[src/rtl/rvfi_trace_buffer.sv]
// RVFI retirement trace buffer: stamps each retired instruction with a sequence
// number and queues it in a first-word-fall-through FIFO. Never stalls the core.
module rvfi_trace_buffer #(
   parameter int DEPTH  = 16,
   parameter int SEQ_W  = 16,
   parameter int DROP_W = 16
) (
   input  logic                       clk,
   input  logic                       rst,
   input  logic                       enable,
   input  logic                       clear,
   input  logic                       rvfi_valid,
   input  logic [31:0]                rvfi_pc_rdata,
   input  logic [31:0]                rvfi_insn,
   input  logic [4:0]                 rvfi_rd_addr,
   input  logic [31:0]                rvfi_rd_wdata,
   output logic                       trace_valid,
   input  logic                       trace_ready,
   output logic [31:0]                trace_pc,
   output logic [31:0]                trace_insn,
   output logic [4:0]                 trace_rd_addr,
   output logic [31:0]                trace_rd_wdata,
   output logic [SEQ_W-1:0]           trace_seq,
   output logic [$clog2(DEPTH):0]     level,
   output logic                       overflow,
   output logic [DROP_W-1:0]          drop_count
);

   localparam int PTR_W = $clog2(DEPTH);
   localparam int LVL_W = PTR_W + 1;
   localparam int REC_W = 32 + 32 + 5 + 32 + SEQ_W;
   localparam logic [LVL_W-1:0] FULL_LVL = LVL_W'(DEPTH);

   logic [REC_W-1:0]  mem_q [DEPTH];
   logic [PTR_W-1:0]  wr_ptr_q, wr_ptr_d;
   logic [PTR_W-1:0]  rd_ptr_q, rd_ptr_d;
   logic [LVL_W-1:0]  level_q, level_d;
   logic [SEQ_W-1:0]  seq_q, seq_d;
   logic              overflow_q, overflow_d;
   logic [DROP_W-1:0] drop_q, drop_d;

   logic              capture, pop, push, drop, full;
   logic [31:0]       wdata_in;
   logic [REC_W-1:0]  rec_in, head;

   assign capture = rvfi_valid & enable;
   assign full    = (level_q == FULL_LVL);
   assign pop     = trace_valid & trace_ready;
   // A pop frees the head slot in the same cycle, so a full FIFO can still accept.
   assign push    = capture & (~full | pop);
   assign drop    = capture & full & ~pop;

   assign wdata_in = (rvfi_rd_addr == 5'd0) ? 32'd0 : rvfi_rd_wdata;
   assign rec_in   = {rvfi_pc_rdata, rvfi_insn, rvfi_rd_addr, wdata_in, seq_q};

   always_comb begin
      wr_ptr_d   = wr_ptr_q;
      rd_ptr_d   = rd_ptr_q;
      level_d    = level_q;
      seq_d      = seq_q;
      overflow_d = overflow_q;
      drop_d     = drop_q;

      if (push) wr_ptr_d = wr_ptr_q + PTR_W'(1);
      if (pop)  rd_ptr_d = rd_ptr_q + PTR_W'(1);

      case ({push, pop})
         2'b10:   level_d = level_q + LVL_W'(1);
         2'b01:   level_d = level_q - LVL_W'(1);
         default: level_d = level_q;
      endcase

      // Sequence advances on every capture, stored or dropped, so gaps reveal drops.
      if (capture) seq_d = seq_q + SEQ_W'(1);

      if (clear) begin
         overflow_d = 1'b0;
         drop_d     = '0;
      end else if (drop) begin
         overflow_d = 1'b1;
         if (drop_q != '1) drop_d = drop_q + DROP_W'(1);
      end
   end

   always_ff @(posedge clk) begin
      if (rst) begin
         wr_ptr_q   <= '0;
         rd_ptr_q   <= '0;
         level_q    <= '0;
         seq_q      <= '0;
         overflow_q <= 1'b0;
         drop_q     <= '0;
      end else begin
         wr_ptr_q   <= wr_ptr_d;
         rd_ptr_q   <= rd_ptr_d;
         level_q    <= level_d;
         seq_q      <= seq_d;
         overflow_q <= overflow_d;
         drop_q     <= drop_d;
      end
   end

   always_ff @(posedge clk) begin
      if (!rst && push) mem_q[wr_ptr_q] <= rec_in;
   end

   assign head        = mem_q[rd_ptr_q];
   assign trace_valid = (level_q != '0);
   // Record fields read as zero while empty so stale entries never leak out.
   assign {trace_pc, trace_insn, trace_rd_addr, trace_rd_wdata, trace_seq} =
          trace_valid ? head : '0;

   assign level      = level_q;
   assign overflow   = overflow_q;
   assign drop_count = drop_q;

endmodule

[config.mk]
export PLATFORM = sky130hd
export DESIGN_NAME = rvfi_trace_buffer
export DESIGN_NICKNAME = d
export VERILOG_FILES = /design/src/rtl/rvfi_trace_buffer.sv
export SDC_FILE = /design/constraint.sdc
export NUM_CORES = 1
export LEC_CHECK = 0
export CORE_ASPECT_RATIO = 0.6
export CORE_MARGIN = 2
export CORE_UTILIZATION = 37
export CTS_CLUSTER_DIAMETER = 100
export CTS_CLUSTER_SIZE = 10
export DETAILED_ROUTE_END_ITERATION = 12
export SKIP_CTS_REPAIR_TIMING = 1
export SLEW_MARGIN = 25
export SYNTH_ARGS = -nofsm -noshare
export SYNTH_HDL_FRONTEND = slang
export SYNTH_SLANG_ARGS = --single-unit
[constraint.sdc]
create_clock -name clk -period 8.3 [get_ports clk]
set_clock_uncertainty 0.1 [all_clocks]
set_input_delay 0.83 -clock clk [delete_from_list [all_inputs] [get_ports clk]]
set_output_delay 0.83 -clock clk [all_outputs]
set_load 0.05 [all_outputs]
Yosys cells after proc, flatten, opt, wreduce, memory -nomap -nowiden:

Memory sizes are Yosys's and may differ from the RTL's. A register that Yosys moved wholly into a read port is not among the register bits.
Index checks and enable logic that the tools add are counted.

* register bits: 46
* memories kept: 1
* output and inout port bits: 140
* bits in writable memories: 1872
* input bits: 107

* bitwise logic cells: 8
* $add $sub $neg: 6
* mux-type cells: 7
* eq/ne operators: 4
* reductions and logical operators: 7

Memories
* mem_q: depth 16, bits a word 117, rd ports 1, clocked after memory_dff 1, write ports 1, line 34 `logic [REC_W-1:0] mem_q [DEPTH];`

Operators with widths (number)
* two-way mux 117 bit: 1
* adder 16 x 1 -> 16 bit, second input constant: 2
* two-way mux 32 bit: 1
* inequality test 16 bit, second input constant: 1
* case mux 5 bit (2 select lines): 1
* adder 4 x 1 -> 4 bit, second input constant: 2
* two-way mux 4 bit: 2
* adder 5 x 1 -> 5 bit, second input constant: 1
* bitwise AND 1 bit: 5
* equality test 5 bit, second input constant: 1
* zero test 5 bit: 1
* nonzero test 5 bit: 1
* subtractor 5 x 1 -> 5 bit, second input constant: 1
* equality test 2 x 1 -> 1 bit, second input constant: 1
* equality test 2 bit, second input constant: 1
* two-way mux 1 bit: 2
* NOT 1 bit: 2
* AND reduction 2 bit: 1
* nonzero test 2 bit: 1
* OR reduction 2 bit: 1
* logical AND 1 bit: 1
* zero test 1 bit: 1
* OR 1 bit: 1

Depth between registers and ports, before layout:

Gate-level depths: netlist (run 1).

* word-level depth: 7
* depth in mapped cells: 10
* gate-level depth less buffers: 9

Least setup slack after synthesis (run 1):

No wires, ideal clock.

* path kind: register to register
* start: register level_q[2] (netlist: level[2])
* end: memory mem_q[3][0] (netlist bit), enable pin
* path slack: 0.952 ns
* period minus slack after synthesis: 7.348 ns
* arrival time: 6.654 ns
* cell stages (with the launch flop): 6
* path through: dfxtp_1 > clkbuf_1 > nor4_4 > a31oi_1 > nand2_1 > nor2_1

* longest elaborated chain between the ends: 7
* elaborated cells on any way between the ends: 9
* those cells by class: eq/ne: 1; mux: 2; bitwise: 4; reduce/logical: 2

RTL lines
* start: declaration: line 37 `logic [LVL_W-1:0] level_q, level_d;`
* start signal: assignment: line 96 `level_q <= level_d;`
* nonzero test 5 bit or equality test 5 bit (tied branches): line 108, 47
* bitwise AND 1 bit or NOT 1 bit (tied branches): line 48, 50
* OR 1 bit (*): line 50 `assign push = capture & (~full | pop);`
* bitwise AND 1 bit (*): line 50
* logical AND 1 bit (*): line 104 `if (!rst && push) mem_q[wr_ptr_q] <= rec_in;`
* two-way mux 1 bit (*): line 104
* two-way mux 1 bit (not written as such) (*): line 104
* end: declaration: line 34

Mark *: on every way between the ends. The rest lies on a longest branch, timed or not.

Worst setup path after layout (run 1):

* start: register level_q[1] (netlist: level[1])
* end: output trace_rd_wdata[19]

* longest elaborated chain between the ends: 2

RTL lines
* nonzero test 5 bit: line 108 `assign trace_valid = (level_q != '0);`
* two-way mux 117 bit: line 111 `trace_valid ? head : '0;`
* end: declaration: line 22 `output logic [31:0] trace_rd_wdata,`

Every way passes these cells.

==> results of run 1 <==
-- metal layers --
metal	track usage	vias up	wire length, µm	share of wire
li1	-	14100	-	-
met1	0.260	18400	81600	0.47
met2	0.253	1076	77200	0.45
met3	0.0319	254	10600	0.062
met4	0.0349	12	2910	0.017
met5	0	-	79	0.00046
-- synthesized netlist by cell type (all sizes together) (11+ instances only) --
| cell | count | share of area |
|---|---|---|
| nand2 | 23 | 0.0012 |
| clkbuf | 71 | 0.0036 |
| o22ai | 117 | 0.010 |
| nand4 | 11 | 0.0010 |
| inv | 12 | 0.00062 |
| nor3 | 13 | 0.00096 |
| a21oi | 14 | 0.0010 |
| dfxtp | 50 | 0.014 |
| nor2 | 63 | 0.0032 |
| mux4 | 468 | 0.14 |
| edfxtp | 1872 | 0.77 |
| xor2 | 11 | 0.0013 |
| nor2b | 32 | 0.0027 |
| xnor2 | 21 | 0.0025 |
| buf | 98 | 0.0063 |
| mux2i | 239 | 0.033 |
-- worst max-delay path by stage --
stage               slack (ps)                  start  cells after the start                    end
finish                    2380  level[1]$_SDFFE_PP0P_                      6     trace_rd_wdata[19]
global route              2150  level[1]$_SDFFE_PP0P_                      6       trace_rd_addr[4]
CTS                       2340  level[1]$_SDFFE_PP0P_                      6     trace_rd_wdata[19]
detailed placement        3280  level[1]$_SDFFE_PP0P_                      6     trace_rd_wdata[19]
global placement          3350  level[1]$_SDFFE_PP0P_                      6     trace_rd_wdata[19]
floorplan                  950  level[2]$_SDFFE_PP0P_                      5  mem_q[3][0]$_DFFE_PP_
-- report_power, final --
group | internal [W] | total, W | switching [W]
sequential | 0.0107 | 0.0108 | 0.0000958
clock | 0.00481 | 0.00833 | 0.00352
combinational | 0.00267 | 0.00702 | 0.00435
total | 0.0182 | 0.0261 | 0.00796
-- sequential cells by signal (all words and copies together), names as in the netlist, named ones only --
signal / count
level: 5
wr_ptr_q: 4
overflow: 1
rd_ptr_q: 4
seq_q: 16
mem_q: 1872
drop_count: 16
-- stage by stage --
step | total power [W] | area (µm²) | util
after floorplan | 0.0159 | 73200 | -
final | 0.0261 | 85000 | 0.432
after global routing | 0.0271 | 85000 | 0.432
after global placement | 0.0181 | 79100 | 0.402
after detailed placement | 0.0182 | 79100 | 0.402
after CTS | 0.0265 | 84900 | 0.432
-- kinds of logic (layout without fill, tap and decap cells) --
family,Yosys count,after routing
DFF,1922,1922
xor gates and xnor gates,32,32
and+or+nand+nor,178,178
muxes,708,708
adders and majority gates,9,9
other,0,2
buffers and inverters,181,592
AOI/OAI and AO/OA,148,148
-- layout make-up --
type	instances	share of cell area
antenna	2	0.0000589
inverter	12	0.000530
multi-input combinational	1075	0.181
clock inverter	5	0.00140
tap	2624	0.0386
clock buffer	265	0.0673
timing repair buffer	310	0.0382
sequential	1922	0.673
-- worst max-delay path, cell delays in order (launching register included) --
cell and delay [ps]:
sky130_fd_sc_hd__dfxtp_1 390, sky130_fd_sc_hd__nor4_4 610, sky130_fd_sc_hd__nand2_1 350, sky130_fd_sc_hd__nand2b_4 770, sky130_fd_sc_hd__buf_4 710, sky130_fd_sc_hd__o22ai_1 420, sky130_fd_sc_hd__clkdlybuf4s50_1 820
==> load_flow_metrics.sql, run 1 <==
INSERT INTO impl_metrics (metric_group, metric, value, unit) VALUES
('outcome', 'run_status', 'completed', ''),
('sta', 'setup_ws', '2380', 'ps'),
('run', 'max_cap_violations', '0', ''),
('grt', 'grt_usage', '0.170', ''),
('grt', 'grt_start_max_net_pins', '149', ''),
('synthesis', 'post_synth_xor_area_fraction', '0.00383', ''),
('synthesis', 'synthesis.area_per_instance', '23.0', 'µm²'),
('floorplan', 'die_w', '578', 'µm'),
('sta', 'hold_slack_final', '416', 'ps'),
('sta', 'fin_crit_sh', '0.713', ''),
('sta', 'setup_viol', '0', ''),
('synthesis', 'postSynth.asyncResetShare', '0', ''),
('final_layout', 'final-seq-area', '57200', 'µm²'),
('synthesis', 'synthesized_area_fraction_occupied_by_and_or_nand_nor_cells', '0.0127', ''),
('synthesis', 'synth_top_family_by_area', 'multiplexers', ''),
('grt', 'antenna_found_initial', '10', ''),
('placement', 'finalWeightedCongestion', '0.712', ''),
('clocking', 'cts_htree_levels', '4', ''),
('hold_path', 'hold_start', 'overflow$_SDFFE_PP0P_', ''),
('synthesis', 'synth_enable_flop_cells', '1872', ''),
('placement', 'io_buffers', '246', ''),
('floorplan', 'die_h', '348', 'µm'),
('clocking', 'clock-sinks', '1922', ''),
('drt', 'first_pass_iters', '7', ''),
('worst_setup_path', 'reg2reg_depth', '6', ''),
('drt', 'total_wirelength', '172000', 'µm'),
('final_layout', 'layoutNonFillerInstCount', '6215', ''),
('drt', 'drt_drc_violations_left', '0', ''),
('worst_setup_path', 'r2r_slack', '4790', 'ps'),
('clocking', 'tritoncts', 'built', ''),
('synthesis', 'ys_seq_area_frac', '0.782', ''),
('synthesis', 'yosysWarningCount', '0', ''),
('floorplan', 'rows', '126', ''),
('final_layout', 'commonest_non_fill_non_tap_cells_in_the_layout', 'sky130_fd_sc_hd__edfxtp_1 (1,872), sky130_fd_sc_hd__mux4_2 (468), sky130_fd_sc_hd__clkdlybuf4s50_1 (246), sky130_fd_sc_hd__mux2i_1 (239), sky130_fd_sc_hd__clkbuf_16 (222)', ''),
('worst_setup_path', 'crit-reg2reg-capture', 'mem_q[8][87]$_DFFE_PP_', ''),
('hold_path', 'hold_removal_path_class', 'reg2reg', ''),
('clocking', 'cts_buffers', '218', ''),
('synthesis', 'synthMuxAreaShare', '0.177', ''),
('power_and_ir_drop', 'cell_leakage_power', '24.8', 'nW'),
('grt', 'global_route_wire_length_before_repair', '248000', 'µm'),
('floorplan', 'initial_utilization', '0.372', ''),
('final_layout', 'syn2layout_area_growth', '16.2', '%'),
('synthesis', 'synth-seq-cells', '1922', ''),
('sta', 'fin_setup_tns', '0', 'ps'),
('sta', 'rsz0062_at_grt', 'no', ''),
('drt', 'avgViaCountPerCell', '5.45', ''),
('synthesis', 'syn-cell-area', '73200', 'µm²'),
('final_layout', 'multiInputGateArea', '15400', 'µm²'),
('synthesis', 'postSynthCellCount', '3178', ''),
('power_and_ir_drop', 'p_per_area', '308', 'nW/µm²'),
('drt', 'dr.first_iter.drc_count', '3086', ''),
('synthesis', 'synth-main-ff-cell', 'sky130_fd_sc_hd__edfxtp_1', ''),
('drt', 'routedWlPerCell', '27.7', 'µm'),
('final_layout', 'nNetsFinal', '3655', ''),
('sta', 'period_needed', '5920', 'ps'),
('clocking', 'cts-root-to-sink-buffers', '4', ''),
('clocking', 'clockRootBuffer', 'sky130_fd_sc_hd__clkbuf_16', ''),
('final_layout', 'layout.filler_cells', '16500', ''),
('worst_setup_path', 'launching_element_type_of_the_critical_path', 'register', ''),
('sta', 'maxClockFrequency', '169', 'MHz'),
('placement', 'hpwl', '85600', 'µm'),
('sta', 'hold_violations', '0', ''),
('worst_setup_path', 'worst_flop_to_flop_path_startpoint', 'level[1]$_SDFFE_PP0P_', ''),
('floorplan', 'core', '197000', 'µm²'),
('sta', 'maxSlewViolCount', '0', ''),
('worst_setup_path', 'critical_path.endpoint_type', 'primary output', ''),
('grt', 'first_global_vias', '34400', ''),
('synthesis', 'post_synth_fa_ha_maj_area_fraction', '0.00154', ''),
('grt', 'grt_overflow', '0', ''),
('hold_path', 'hold_path_depth', '2', ''),
('synthesis', 'synth_compound_area_frac', '0.0125', '');
No activity file was read; power rests on OpenSTA's default activity.
==> inputs of run 2 (changes only) <==
clock period = 6 ns   (was 8.3 ns; I/O delays follow)
==> run 2 against run 1 <==
  * Global-route usage is essentially flat
  * Critical endpoint is now trace_rd_wdata[16]
  * Critical path depth is the same
  * Wire length is 0.20% lower
  * Register-to-register slack got worse by 2300 ps
  * Cell count up 0.42%
  * Largest power group unchanged
==> load_flow_metrics.sql, run 2 (synthesis results as in run 1) <==
INSERT INTO impl_metrics (metric_group, metric, value, unit) VALUES
('sta', 'maxClockFrequency', '195', 'MHz'),
('placement', 'finalWeightedCongestion', '0.722', ''),
('placement', 'hpwl', '89400', 'µm'),
('sta', 'setup_ws', '869', 'ps'),
('floorplan', 'core', '197000', 'µm²'),
('drt', 'routed-via-count', '33600', ''),
('final_layout', 'top_register', 'mem_q', ''),
('worst_setup_path', 'worst_path_largest_cell_delay', '750', 'ps'),
('sta', 'hold_violations', '0', ''),
('clocking', 'clk_latency', '860', 'ps'),
('clocking', 'cts_htree_levels', '4', ''),
('worst_setup_path', 'crit_required', '5300', 'ps'),
('outcome', 'run_status', 'completed', ''),
('worst_setup_path', 'critPathSlowestCell', 'sky130_fd_sc_hd__clkdlybuf4s50_1', ''),
('clocking', 'clockRootBuffer', 'sky130_fd_sc_hd__clkbuf_16', ''),
('placement', 'dp_worst_setup_slack', '1650', 'ps'),
('final_layout', 'final_common_cell', 'sky130_fd_sc_hd__edfxtp_1', ''),
('sta', 'hold_slack_final', '395', 'ps'),
('sta', 'maxSlewViolCount', '0', ''),
('sta', 'fin_crit_sh', '0.855', ''),
('grt', 'grt_start_max_net_pins', '118', ''),
('final_layout', 'commonest_non_fill_non_tap_cells_in_the_layout', 'sky130_fd_sc_hd__edfxtp_1 (1,872), sky130_fd_sc_hd__mux4_2 (468), sky130_fd_sc_hd__clkdlybuf4s50_1 (246), sky130_fd_sc_hd__mux2i_1 (239), sky130_fd_sc_hd__clkbuf_16 (219)', ''),
('grt', 'first_global_vias', '34300', ''),
('clocking', 'tritoncts', 'built', ''),
('sta', 'timing.max_slew.rel_slack', '0.309', ''),
('power_and_ir_drop', 'cell_leakage_power', '25.0', 'nW'),
('grt', 'global_route_wire_length_before_repair', '248000', 'µm'),
('drt', 'avgViaCountPerCell', '5.38', ''),
('floorplan', 'dieArea', '201000', 'µm²'),
('sta', 'period_needed', '5130', 'ps'),
('sta', 'setup_viol', '0', ''),
('drt', 'number_of_nets_with_antenna_violations_after_routing', '0', ''),
('power_and_ir_drop', 'total_power', '0.0359', 'W'),
('final_layout', 'layout-drive-gt1-share', '0.232', ''),
('floorplan', 'boundaryPins', '247', ''),
('worst_setup_path', 'worst_ep_arrival_time', '4430', 'ps'),
('hold_path', 'hold_path_depth', '2', ''),
('grt', 'grt_usage', '0.170', ''),
('drt', 'routedWlPerCell', '27.6', 'µm'),
('placement', 'io_buffers', '246', ''),
('worst_setup_path', 'launching_element_type_of_the_critical_path', 'register', ''),
('grt', 'antenna_found_initial', '10', ''),
('final_layout', 'nNetsFinal', '3686', ''),
('worst_setup_path', 'reg2reg_depth', '5', ''),
('floorplan', 'initial_utilization', '0.372', ''),
('floorplan', 'rows', '126', ''),
('worst_setup_path', 'worst-setup-path-type', 'reg2out', ''),
('clocking', 'cts_buffers', '218', ''),
('worst_setup_path', 'critical_path.endpoint_type', 'primary output', ''),
('final_layout', 'syn2layout_area_growth', '16.9', '%'),
('run', 'max_cap_violations', '0', ''),
('clocking', 'clock-sinks', '1922', ''),
('final_layout', 'largest_register_ff_count', '1872', ''),
('drt', 'dr.first_iter.drc_count', '3527', ''),
('clocking', 'clk_slew_on_worst_s_h_paths', '60', 'ps'),
('clocking', 'cts-root-to-sink-buffers', '4', ''),
('power_and_ir_drop', 'worst_ir_drop_vdd', '393', 'µV'),
('worst_setup_path', 'path_cells', 'nor4_4 > nand2_1 > nand2b_4 > buf_4 > o22ai_1 > clkdlybuf4s50_1', ''),
('hold_path', 'hold_removal_path_class', 'reg2reg', ''),
('worst_setup_path', 'critPathMaxFanout', '41', ''),
('grt', 'grt_overflow', '0', ''),
('sta', 'rsz0062_at_grt', 'no', ''),
('drt', 'first_pass_iters', '7', ''),
('drt', 'drt_drc_violations_left', '0', ''),
('drt', 'total_wirelength', '172000', 'µm'),
('power_and_ir_drop', 'p_per_area', '420', 'nW/µm²'),
('floorplan', 'die_h', '348', 'µm'),
('sta', 'tightest_slew', '1030', 'ps'),
('floorplan', 'die_w', '578', 'µm');
==> run 2: cell count changes in the layout (fill, tap and decap cells not counted), sizes merged <==
cell      change
bufinv        -2
clkbuf        -8
clkinvlp      +1
buf          +31
clkinv        +4
==> run 2: critical path: cells and delay by family (launching register included) <==
kind	cells	cell delay [ps]
buf+inv	2	1330
simple gates	3	1610
compound gates	1	180
flops	1	400
==> run 2: per-stage QoR <==
stage / instance area [µm²] / cells / utilization / TNS (ps)
after floorplan: 73200 / 3178 / - / -2303550
after global placement: 79600 / 5971 / 0.405 / 0
after detailed placement: 79700 / 5973 / 0.405 / 0
after CTS: 85400 / 6238 / 0.435 / 0
after global routing: 85500 / 6240 / 0.435 / 0
final: 85500 / 6241 / 0.435 / 0
==> run 2: metal layers <==
| layer | vias up | global-route usage | routed length, µm |
|---|---|---|---|
| met1 | 18100 | 0.247 | 77500 |
| li1 | 14200 | - | - |
| met4 | 12 | 0.0357 | 3060 |
| met5 | - | 0 | 73 |
| met3 | 236 | 0.0316 | 10100 |
| met2 | 1011 | 0.267 | 81300 |
==> run 2: layout make-up <==
| type | count | area [µm²] |
|---|---|---|
| fill | 16500 | 111000 |
| sequential | 1922 | 57200 |
| multi-input combinational | 1075 | 15400 |
| clock buffer | 257 | 5620 |
| timing repair buffer | 341 | 3820 |
| tap | 2624 | 3280 |
| clock inverter | 8 | 134 |
| inverter | 12 | 45.0 |
| antenna | 2 | 5.00 |
==> run 2: worst paths after layout <==
check,from,end,slack [ps]
worst min register to register,overflow$_SDFFE_PP0P_,overflow$_SDFFE_PP0P_,400
worst max-delay path,level[1]$_SDFFE_PP0P_,trace_rd_wdata[16],870
worst min-delay path,overflow$_SDFFE_PP0P_,overflow$_SDFFE_PP0P_,400
worst max register to register,level[1]$_SDFFE_PP0P_,mem_q[8][76]$_DFFE_PP_,2520
==> run 2: report_power, final <==
| group | internal (W) | switching (W) | total [W] |
|---|---|---|---|
| sequential | 0.0148 | 0.000159 | 0.0150 |
| clock | 0.00648 | 0.00487 | 0.0114 |
| combinational | 0.00378 | 0.00581 | 0.00960 |
| total | 0.0251 | 0.0108 | 0.0359 |
